### src/rtl/window_actuator.sv
// Window motor controller: turns open/close command pulses into motor drive,
// supervising travel with limit switches, a travel timeout, auto-close dwell and a latched fault.
module window_actuator #(
  parameter int unsigned TIMEOUT = 16,
  parameter int unsigned HOLD    = 32,
  parameter int unsigned CW      = 8
) (
  input  logic clock,
  input  logic reset,
  input  logic open_cmd,
  input  logic close_cmd,
  input  logic limit_open,
  input  logic limit_closed,
  input  logic fault_clear,
  output logic motor_open,
  output logic motor_close,
  output logic window_open,
  output logic busy,
  output logic fault
);

  typedef enum logic [2:0] {
    S_CLOSED,
    S_OPENING,
    S_OPEN,
    S_CLOSING,
    S_FAULT
  } state_t;

  localparam logic [CW-1:0] TO_LAST   = CW'(TIMEOUT - 1);
  localparam logic [CW-1:0] HOLD_LAST = CW'(HOLD - 1);
  localparam logic [CW-1:0] CNT_MAX   = '1;
  localparam bit            HOLD_EN   = (HOLD != 0);

  state_t        state_q, state_d;
  logic [CW-1:0] cnt_q, cnt_d;
  logic          motor_open_q, motor_close_q, window_open_q, busy_q, fault_q;

  // Next-state and dwell/travel counter; counter restarts on every state change.
  always_comb begin
    state_d = state_q;
    cnt_d   = (cnt_q == CNT_MAX) ? cnt_q : cnt_q + CW'(1);
    unique case (state_q)
      S_CLOSED: begin
        if (open_cmd) state_d = S_OPENING;
      end
      S_OPENING: begin
        if (limit_open && limit_closed) state_d = S_FAULT;
        else if (limit_open)            state_d = S_OPEN;
        else if (close_cmd)             state_d = S_CLOSING;
        else if (cnt_q == TO_LAST)      state_d = S_FAULT;
      end
      S_OPEN: begin
        if (close_cmd)                           state_d = S_CLOSING;
        else if (open_cmd)                       cnt_d   = '0;
        else if (HOLD_EN && cnt_q == HOLD_LAST)  state_d = S_CLOSING;
      end
      S_CLOSING: begin
        if (limit_open && limit_closed) state_d = S_FAULT;
        else if (limit_closed)          state_d = S_CLOSED;
        else if (open_cmd)              state_d = S_OPENING;
        else if (cnt_q == TO_LAST)      state_d = S_FAULT;
      end
      S_FAULT: begin
        if (fault_clear) state_d = S_CLOSING;
      end
      default: state_d = S_CLOSED;
    endcase
    if (state_d != state_q) cnt_d = '0;
  end

  // State, counter and Moore outputs decoded from the next state so they track it edge-for-edge.
  always_ff @(posedge clock or posedge reset) begin
    if (reset) begin
      state_q       <= S_CLOSED;
      cnt_q         <= '0;
      motor_open_q  <= 1'b0;
      motor_close_q <= 1'b0;
      window_open_q <= 1'b0;
      busy_q        <= 1'b0;
      fault_q       <= 1'b0;
    end else begin
      state_q       <= state_d;
      cnt_q         <= cnt_d;
      motor_open_q  <= (state_d == S_OPENING);
      motor_close_q <= (state_d == S_CLOSING);
      window_open_q <= (state_d == S_OPEN);
      busy_q        <= (state_d == S_OPENING) || (state_d == S_CLOSING);
      fault_q       <= (state_d == S_FAULT);
    end
  end

  assign motor_open  = motor_open_q;
  assign motor_close = motor_close_q;
  assign window_open = window_open_q;
  assign busy        = busy_q;
  assign fault       = fault_q;

endmodule

### config.mk
export PLATFORM = sky130hd
export DESIGN_NAME = window_actuator
export DESIGN_NICKNAME = d
export VERILOG_FILES = /design/src/rtl/window_actuator.sv
export SDC_FILE = /design/constraint.sdc
export NUM_CORES = 1
export LEC_CHECK = 0
export BUFFER_PORTS_ARGS = -buffer_cell sky130_fd_sc_hd__buf_2
export CORE_ASPECT_RATIO = 0.8
export CORE_UTILIZATION = 30
export DETAILED_ROUTE_END_ITERATION = 16
export SYNTH_ARGS = -nofsm -noshare
export SYNTH_HDL_FRONTEND = slang
export SYNTH_SLANG_ARGS = --single-unit
### constraint.sdc
create_clock -name clock -period 2.1 [get_ports clock]
set_clock_uncertainty 0.05 [all_clocks]
set_input_delay 0 -clock clock [delete_from_list [all_inputs] [get_ports clock]]
set_output_delay 0 -clock clock [all_outputs]
set_load 0.02 [all_outputs]
==> results of run 1 <==
worst paths after layout:
path	start	slack, ns	cells after the start	to
worst min-delay path	close_cmd	0.06	3	busy
worst min register to register	cnt_q[1]	0.53	2	cnt_q[1]
worst max register to register	cnt_q[5]	0.24	5	cnt_q[4]
min in group asynchronous	reset	0.31	3	cnt_q[3]
max in group asynchronous	reset	1.31	3	motor_close
worst max-delay path	cnt_q[5]	0.24	5	cnt_q[4]
cell usage after synthesis, drive strengths merged:
cell and number:
nor3 3, or4 1, nor4b 2, o211ai 6, nand4 2, nand2 2, nand3b 1, or3 1
a31oi 3, nor4bb 1, buf 2, o21ai 8, and2 1, or3b 1, clkbuf 1, dfrtp 16
a32oi 1, and3 4, nand2b 1, or2 1, ha 1, and3b 1, inv 6, nand3 11
nor2 11, mux2i 4, a22o 1, nor2b 3, a221o 2, xnor2 1, a31o 1
per-stage QoR:
step | utilization, % | hold WS, ns
after CTS | 37.8 | 0.0526
after detailed placement | 36.0 | 0.0478
after floorplan | - | -0.136
final | 37.8 | 0.0583
after global routing | 37.8 | 0.0854
after global placement | 36.0 | 0.0387
power by group:
part / internal (uW) / switching [uW] / leakage, uW
clock network: 127 / 95.9 / 0.0000216
registers: 386 / 88.4 / 0.000213
logic: 217 / 312 / 0.000252
final cells by class:
class | instances | area (sq um)
Clock buffer | 3 | 41.3
Fill cell | 289 | 1790
Inverter | 6 | 22.5
Multi-Input combinational cell | 75 | 509
Sequential cell | 16 | 400
Tap cell | 38 | 47.5
Timing Repair Buffer | 12 | 65.1
sequential cells by signal, indices dropped and copies added (netlist names):
name / cells
window_open: 1
motor_open: 1
cnt_q: 8
fault: 1
motor_close: 1
state_q: 3
busy: 1
worst max-delay path, delay by kind of cell (launching register included):
kind / cells / cell delay [ns]
AOI/OAI and AO/OA: 3 / 0.57
and+or+nand+nor: 2 / 0.65
DFF: 1 / 0.45
cell usage in the layout, fill, tap and decap left out, drive strengths merged:
| cell type | instances |
|---|---|
| dfrtp | 16 |
| nand3 | 11 |
| nor2 | 11 |
| buf | 11 |
| o21ai | 8 |
| inv | 6 |
| o211ai | 6 |
| mux2i | 4 |
| and3 | 4 |
| nor2b | 3 |
| a31oi | 3 |
| clkbuf | 3 |
| nor3 | 3 |
| nor4b | 2 |
| a221o | 2 |
| nand4 | 2 |
| nand2 | 2 |
| or4 | 1 |
| and3b | 1 |
| a22o | 1 |
| a32oi | 1 |
| nand3b | 1 |
| or3 | 1 |
| or3b | 1 |
| nor4bb | 1 |
| a31o | 1 |
| nand2b | 1 |
| or2 | 1 |
| xnor2 | 1 |
| and2 | 1 |
| ha | 1 |
| dlygate4sd3 | 1 |
routing by layer:
layer	up-vias	wire length [um]
li1	394	-
met1	373	914
met2	24	855
met3	2	126
met4	0	11
met5	-	0
kinds of logic (layout without fill, tap and decap cells):
kind of cell | Yosys count | after routing
mux | 4 | 4
buf+inv | 9 | 21
xor+xnor | 1 | 1
compound gates | 22 | 22
flops | 16 | 16
simple gates | 47 | 47
fa+ha+maj | 1 | 1
timing repair:
action / in CTS / in global routing
gates resized for setup: 0 / 0
hold endpoints to repair: 16 / 0
hold buffers: 1 / 0
buffers inserted: 0 / 0
==> impl_metrics.py, run 1 <==
metrics = {
    "sta": {
        "setup_viol": 0,
        "slew_viol_final": 0,
        "fmax_mhz": 539,
        "slew_headroom_pct": 61.1,
        "worstMarginPinSlew_ns": 0.583,
        "layout_setup_ws_ns": 0.244,
        "period_share_pct": 88.4,
        "finalHoldViolations": 0,
        "min_period_ns": 1.86,
        "finalSetupTns_ns": 0,
        "rsz0062_at_grt": "no",
    },
    "worst_setup_path": {
        "cp_data_arrival_time_ns": 1.93,
        "crit_path_max_fanout": 8,
        "crit_required_ns": 2.17,
        "crit_slowest_cell": "or4_4",
        "crit_type": "reg -> reg",
        "cpPeakStageDelay_ns": 0.56,
        "worstPathCellList": "or4_4, o211ai_2, o211ai_1, o211ai_4, nor2_1",
        "crit_path_end_kind": "flop",
        "cp-start-kind": "flop",
    },
    "place": {
        "hpwlAfterDp_um": 1420,
        "port_buffers": 11,
        "place.gp.congestion": 0.761,
        "placed_cells": 146,
        "dp_slack_ns": 0.253,
        "placed_cell_area_sq_um": 1030,
    },
    "floorplan": {
        "die_w_um": 64.8,
        "start_util_pct": 32.9,
        "ioPinCount": 12,
        "core_sq_um": 2870,
        "die-height_um": 52.2,
        "dieArea_sq_um": 3380,
        "rows": 17,
    },
    "pwr": {
        "power_density_nw_per_um2": 1130,
        "total_power_uw": 1230,
        "ir_worst_vdd_mv": 0.470,
        "p_leak_uw": 0.000487,
    },
    "grt": {
        "grt_use_met1_pct": 15.4,
        "grt_pass1_vias": 669,
        "use_met2_pct": 19.1,
        "overflow": 0,
        "antenna_found_initial": 0,
        "track_usage_pct": 12.4,
        "grt.busiest_layer": "met2",
        "grt_pass1_wl_um": 3100,
        "grt_use_met3_pct": 5.00,
        "grt_max_degree": 17,
    },
    "drt": {
        "avgViaCountPerCell": 5.29,
        "totalWireLength_um": 1910,
        "dr.pass1.iters": 4,
        "drc": 0,
        "first_iter_violations": 60,
        "dr_total_vias": 793,
        "antenna_left": 0,
        "wl_per_cell_um": 12.7,
    },
    "clock_network": {
        "root_buffer": "clkbuf_8",
        "clock-sinks": 16,
        "cts_max_level": 1,
        "cts_tree": "done",
        "cts_buffers": 3,
        "clk_latency_ns": 0.25,
        "clkTransAtPathRegs_ns": 0.06,
        "cts.path.max_buffers": 2,
    },
    "synth": {
        "yosys.area.top_type_share_pct": 42.3,
        "synth.distinct_cells": 35,
        "synth_mux_area_share_pct": 4.23,
        "syn_area_sq_um": 946,
        "synth_seq_cells": 16,
        "netlist_instances": 100,
        "synthAdderAreaFrac_pct": 1.32,
        "syn_nets": 108,
        "synth_top_family_by_area": "simple AND/OR/NAND/NOR gates",
        "synth_area_leaders": "dfrtp_1 42%, nand3_1 5.8%, nor2_1 4.4%, mux2i_1 4.2%, o21ai_0 4.2%",
        "synth_area_leader_cell": "dfrtp_1",
        "ys_seq_area_share_pct": 42.3,
        "synth_xor_area_share_pct": 0.926,
        "synth_compound_area_share_pct": 18.4,
        "synth-simple-area-share_pct": 29.0,
        "avgSynthCellArea_sq_um": 9.46,
        "ys_warn_count": 0,
    },
    "run": {
        "maxCapViolations": 0,
    },
    "hold_path": {
        "min_path_type": "in -> reg",
    },
    "cells_and_area": {
        "final_area_sq_um": 1090,
        "drive_gt1_share_pct": 19.6,
        "instances_no_fill": 150,
        "nNetsFinal": 122,
        "synthToLayoutAreaGrowth_pct": 14.8,
        "diodes": 0,
    },
    "run_status": {
        "status": "complete, no violations",
    },
}
Power figures use the tool's default switching activity.
==> run 2: changes to the inputs <==
--- a/config.mk
+++ b/config.mk
@@ -6,7 +6,7 @@
 export NUM_CORES = 1
 export LEC_CHECK = 0
 export BUFFER_PORTS_ARGS = -buffer_cell sky130_fd_sc_hd__buf_2
-export CORE_ASPECT_RATIO = 0.8
+export CORE_ASPECT_RATIO = 1.5
 export CORE_UTILIZATION = 30
 export DETAILED_ROUTE_END_ITERATION = 16
 export SYNTH_ARGS = -nofsm -noshare
==> run 2 against run 1 <==
Utilization shrank 0.41 points. Fmax shrank 0.73%. Via count grew 1.8%. Power grew 3.2%. Worst setup slack lost 0.014 ns. Global-route usage grew 0.86 points. Critical endpoint is now cnt_q[5]. Cell area grew 1.4%. Combinational power shrank 2%. Count of clock-buffer cells in the layout grew 1. Sequential share of layout area shrank 0.50 points. Register-to-register slack is essentially flat. Worst hold slack lost 0.0039 ns. Largest cell class unchanged.
==> impl_metrics.py, run 2 (synthesis gave the netlist of run 1 again) <==
metrics = {
    "grt": {
        "grt_pass1_wl_um": 3130,
        "overflow": 0,
        "grt_pass1_vias": 749,
        "grt_max_degree": 17,
        "antenna_found_initial": 0,
        "track_usage_pct": 13.2,
    },
    "cells_and_area": {
        "diodes": 0,
        "largest_registers": "cnt_q: 8 flops, state_q: 3 flops",
        "mostFrequentLayoutCell": "dfrtp_1",
        "layout_common_cells": "16 x dfrtp_1, 11 x nand3_1, 11 x nor2_1, 11 x buf_2, 8 x o21ai_0",
        "drive_gt1_share_pct": 20.4,
        "n_fill_cell": 323,
        "final_area_sq_um": 1100,
        "utilization_pct": 37.4,
        "largest-register": "cnt_q",
        "nNetsFinal": 122,
        "largest_reg_flops": 8,
        "synthToLayoutAreaGrowth_pct": 16.4,
    },
    "clock_network": {
        "cts_max_level": 1,
        "clk_latency_ns": 0.25,
        "clock-sinks": 16,
        "cts_tree": "done",
        "cts_buffers": 3,
        "cts.path.max_buffers": 2,
        "clkTransAtPathRegs_ns": 0.06,
        "root_buffer": "clkbuf_8",
        "post_cts_buffers": 0,
    },
    "sta": {
        "worstMarginPinSlew_ns": 0.615,
        "fmax_mhz": 535,
        "setup_viol": 0,
        "period_share_pct": 89.0,
        "finalHoldViolations": 0,
        "slew_viol_final": 0,
        "finalSetupTns_ns": 0,
        "slew_headroom_pct": 58.9,
        "rsz0062_at_grt": "no",
        "min_period_ns": 1.87,
    },
    "worst_setup_path": {
        "crit_start": "cnt_q[5]",
        "r2r_end": "cnt_q[5]",
        "crit_path_end_kind": "flop",
        "cp_num_cells": 5,
        "worstPathCellList": "or4_4, o211ai_2, o211ai_1, o211ai_4, nor2_1",
        "crit_path_max_fanout": 8,
        "crit_required_ns": 2.18,
        "cp_data_arrival_time_ns": 1.95,
        "cp-start-kind": "flop",
        "cp.buffers_inverters": 0,
        "crit_type": "reg -> reg",
        "crit_slowest_cell": "or4_4",
        "reg2reg_from": "cnt_q[5]",
        "cpPeakStageDelay_ns": 0.56,
        "worst-r2r-cell-count": 5,
        "cp_top_family": "simple AND/OR/NAND/NOR gates",
        "cp-endpoint": "cnt_q[5]",
        "reg2reg_slack_ns": 0.23,
    },
    "drt": {
        "totalWireLength_um": 1900,
        "dr.pass1.iters": 4,
        "drc": 0,
        "antenna_left": 0,
        "avgViaCountPerCell": 5.31,
        "wl_per_cell_um": 12.5,
        "first_iter_violations": 14,
        "dr_total_vias": 807,
    },
    "floorplan": {
        "ioPinCount": 12,
        "start_util_pct": 32.1,
        "rows": 24,
        "dieArea_sq_um": 3390,
        "die-height_um": 70.8,
        "die_w_um": 47.8,
        "core_sq_um": 2940,
    },
    "pwr": {
        "total_power_uw": 1270,
        "p_leak_uw": 0.000494,
        "power_density_nw_per_um2": 1150,
        "ir_worst_vdd_mv": 0.564,
    },
    "place": {
        "hpwlAfterDp_um": 1410,
        "placed_cell_area_sq_um": 1040,
        "place.gp.congestion": 0.824,
        "port_buffers": 11,
    },
    "hold_path": {
        "min_path_type": "in -> reg",
    },
    "run": {
        "maxCapViolations": 0,
    },
    "run_status": {
        "status": "complete, no violations",
    },
}
## run 2: changes by cell type in the layout (fill, tap and decap cells not counted), sizes merged
cell    delta
clkbuf     +1
## run 2: stage by stage
step / setup slack [ns] / hold WS (ns) / cells
after floorplan: 0.406 / -0.136 / 100
after global placement: 0.260 / 0.0455 / 147
after detailed placement: 0.237 / 0.0561 / 147
after CTS: 0.230 / 0.0479 / 152
after global routing: 0.117 / 0.0798 / 152
final: 0.230 / 0.0544 / 152
## run 2: worst min-delay path by stage
stage / startpoint / end / slack [ns] / cells after the start
finish: close_cmd / busy / 0.05 / 3
global route: close_cmd / busy / 0.08 / 3
CTS: close_cmd / busy / 0.05 / 3
detailed placement: reset / motor_open / 0.06 / 2
global placement: reset / motor_open / 0.05 / 2
floorplan: reset / busy / -0.14 / 1
## run 2: per-layer routing
metal	part of all wire, %	GRT usage (%)	wire, um
met1	42	14.9	795
met2	50	19.8	955
met3	3.2	2.30	61
met4	4.5	12.0	85
met5	0	0	0
## run 2: timing repair
item,in CTS,in global routing
hold endpoints to repair,16,0
hold buffers,1,0
resized for setup,0,0
## run 2: report_power, final
part / internal [uW] / total [uW] / switching [uW]
Sequential: 386 / 475 / 88.6
Combinational: 217 / 522 / 305
Clock: 166 / 270 / 103
## run 2: final cells by class
cell class / count / area [sq um] / share of cell area [%]
well taps: 39 / 48.8 / 4.43
inverters: 6 / 22.5 / 2.05
repair buffers: 12 / 65.1 / 5.91
flip-flops and latches: 16 / 400 / 36.4
clock buffers: 4 / 55.1 / 5.00
multi-input cells: 75 / 509 / 46.2
## run 2: tightest hold or removal path, delay by kind of cell
kind	cells	cell delay, ns
AO/OA/AOI/OAI	1	0.11
buffers and inverters	1	0.11
AND/OR/NAND/NOR	1	0.09
==> run 3: changes to the inputs <==
--- a/config.mk
+++ b/config.mk
@@ -8,7 +8,9 @@
 export BUFFER_PORTS_ARGS = -buffer_cell sky130_fd_sc_hd__buf_2
 export CORE_ASPECT_RATIO = 1.5
 export CORE_UTILIZATION = 30
+export CTS_BUF_LIST = sky130_fd_sc_hd__clkbuf_16
 export DETAILED_ROUTE_END_ITERATION = 16
+export SETUP_SLACK_MARGIN = 0.4
 export SYNTH_ARGS = -nofsm -noshare
 export SYNTH_HDL_FRONTEND = slang
 export SYNTH_SLANG_ARGS = --single-unit
==> run 3 against run 2 <==
Routed wire length increased by 10%. Combinational power increased by 23%. Fmax increased by 4.1%. Highest routed layer unchanged. Clock power increased by 38%. Cell count increased by 4.6%. Worst setup slack improved by 0.073 ns. Critical path type unchanged. Sequential cell count unchanged.
==> impl_metrics.py, run 3 (synthesis gave the netlist of run 1 again) <==
metrics = {
    "worst_setup_path": {
        "crit_path_end_kind": "flop",
        "crit_type": "reg -> reg",
        "cp_data_arrival_time_ns": 1.87,
        "cp-start-kind": "flop",
        "reg2reg_from": "cnt_q[5]",
        "r2r_end": "cnt_q[1]",
        "worst-r2r-cell-count": 5,
        "crit_required_ns": 2.17,
        "cp-endpoint": "cnt_q[1]",
        "crit_path_max_fanout": 8,
        "crit_start": "cnt_q[5]",
        "reg2reg_slack_ns": 0.30,
    },
    "cells_and_area": {
        "largest-register": "cnt_q",
        "ff_latch_area_sq_um": 404,
        "largest_reg_flops": 8,
        "utilization_pct": 41.9,
        "diodes": 0,
        "drive_gt1_share_pct": 34.2,
        "layout_common_cells": "13 x dfrtp_1, 11 x buf_2, 9 x nor2_1, 9 x nand3_1, 7 x o21ai_0",
        "synthToLayoutAreaGrowth_pct": 30.4,
        "mostFrequentLayoutCell": "dfrtp_1",
        "multiInputGateArea_sq_um": 554,
        "nNetsFinal": 129,
        "n_fill_cell": 315,
        "largest_registers": "cnt_q: 8 flops, state_q: 3 flops",
    },
    "drt": {
        "avgViaCountPerCell": 5.28,
        "totalWireLength_um": 2090,
        "dr_total_vias": 839,
        "wl_per_cell_um": 13.2,
        "first_iter_violations": 17,
        "m1WireLength_um": 849,
        "met2_length_um": 1090,
        "top_layer": "met4",
        "met3_length_um": 57,
        "drc": 0,
        "dr.pass1.iters": 4,
        "antenna_left": 0,
    },
    "place": {
        "port_buffers": 11,
        "dp_slack_ns": 0.237,
        "place.gp.congestion": 0.824,
        "hpwlAfterDp_um": 1410,
    },
    "grt": {
        "grt_pass1_wl_um": 3390,
        "antenna_found_initial": 0,
        "grt_max_degree": 17,
        "track_usage_pct": 14.0,
        "grt_pass1_vias": 808,
        "overflow": 0,
    },
    "floorplan": {
        "start_util_pct": 32.1,
        "ioPinCount": 12,
        "core_sq_um": 2940,
        "dieArea_sq_um": 3390,
        "die_w_um": 47.8,
        "rows": 24,
        "die-height_um": 70.8,
    },
    "sta": {
        "worstMarginPinSlew_ns": 0.601,
        "fmax_mhz": 557,
        "finalSetupTns_ns": 0,
        "min_period_ns": 1.80,
        "setup_viol": 0,
        "hold_slack_ns": 0.0488,
        "slew_headroom_pct": 59.9,
        "finalHoldViolations": 0,
        "rsz0062_at_grt": "yes",
        "layout_setup_ws_ns": 0.304,
        "slew_viol_final": 0,
        "period_share_pct": 85.5,
    },
    "clock_network": {
        "clkTransAtPathRegs_ns": 0.05,
        "clk_latency_ns": 0.25,
        "cts_max_level": 1,
        "cts_buffers": 3,
        "cts.path.max_buffers": 2,
        "root_buffer": "clkbuf_16",
        "cts_tree": "done",
        "clock-sinks": 16,
    },
    "run": {
        "maxCapViolations": 0,
    },
    "pwr": {
        "power_density_nw_per_um2": 1210,
        "total_power_uw": 1500,
        "ir_worst_vdd_mv": 0.558,
        "p_leak_uw": 0.000545,
    },
    "hold_path": {
        "min_path_type": "in -> reg",
    },
    "run_status": {
        "status": "complete, no violations",
    },
}
run 3: cell types whose count changed in the layout (fill, tap and decap cells not counted), moves of 2 or more:
| cell | delta |
|---|---|
| nand3_1 | -2 |
| dfrtp_1 | -3 |
| buf_6 | +2 |
| buf_4 | +5 |
| dfrtp_2 | +3 |
| nor2_1 | -2 |
| clkbuf_8 | -4 |
| nor2_2 | +2 |
| clkbuf_16 | +3 |
| nand3_2 | +2 |
run 3: area by class of cell:
cell class | instances | share of cell area (%)
sequential | 16 | 32.8
timing repair buffer | 19 | 10.1
clock inverter | 1 | 0.304
multi-input combinational | 75 | 44.9
tap | 39 | 3.96
clock buffer | 3 | 6.09
inverter | 6 | 1.83
run 3: critical path, cell delays in order, from the launching register on:
cell,delay [ns]
dfrtp_2,0.40
or4_4,0.57
o211ai_4,0.21
o211ai_1,0.16
o211ai_4,0.18
nor2_1,0.09
run 3: worst min-delay path by stage:
stage / from / cells past startpoint / slack [ns] / end
2_1_floorplan: reset / 1 / -0.14 / busy
3_3_place_gp: reset / 2 / 0.05 / motor_open
3_5_place_dp: reset / 2 / 0.06 / motor_open
4_1_cts: close_cmd / 3 / 0.05 / busy
5_1_grt: close_cmd / 3 / 0.07 / busy
6_report: close_cmd / 3 / 0.05 / busy
run 3: metal layers:
metal	track usage, %	vias up
met5	0	-
met4	9.88	0
met3	2.55	9
met2	22.5	19
met1	15.6	400
li1	-	411
run 3: power breakdown:
group          internal [uW]  switching (uW)
combinational            291             352
sequential               390            91.4
clock                    253             119
run 3: through the flow:
stage / area (sq um) / instances
2_1_floorplan: 946 / 100
3_3_place_gp: 1040 / 147
3_5_place_dp: 1040 / 147
4_1_cts: 1190 / 158
5_1_grt: 1230 / 159
6_report: 1230 / 159
run 3: timing repair:
action / 4_1_cts / 5_1_grt
endpoints found under the setup margin: 11 / 13
gates resized for setup: 6 / 10
setup buffers: 6 / 1
endpoints found under the hold margin: 16 / 0
hold buffers: 1 / 0
pin swaps: 10 / 4
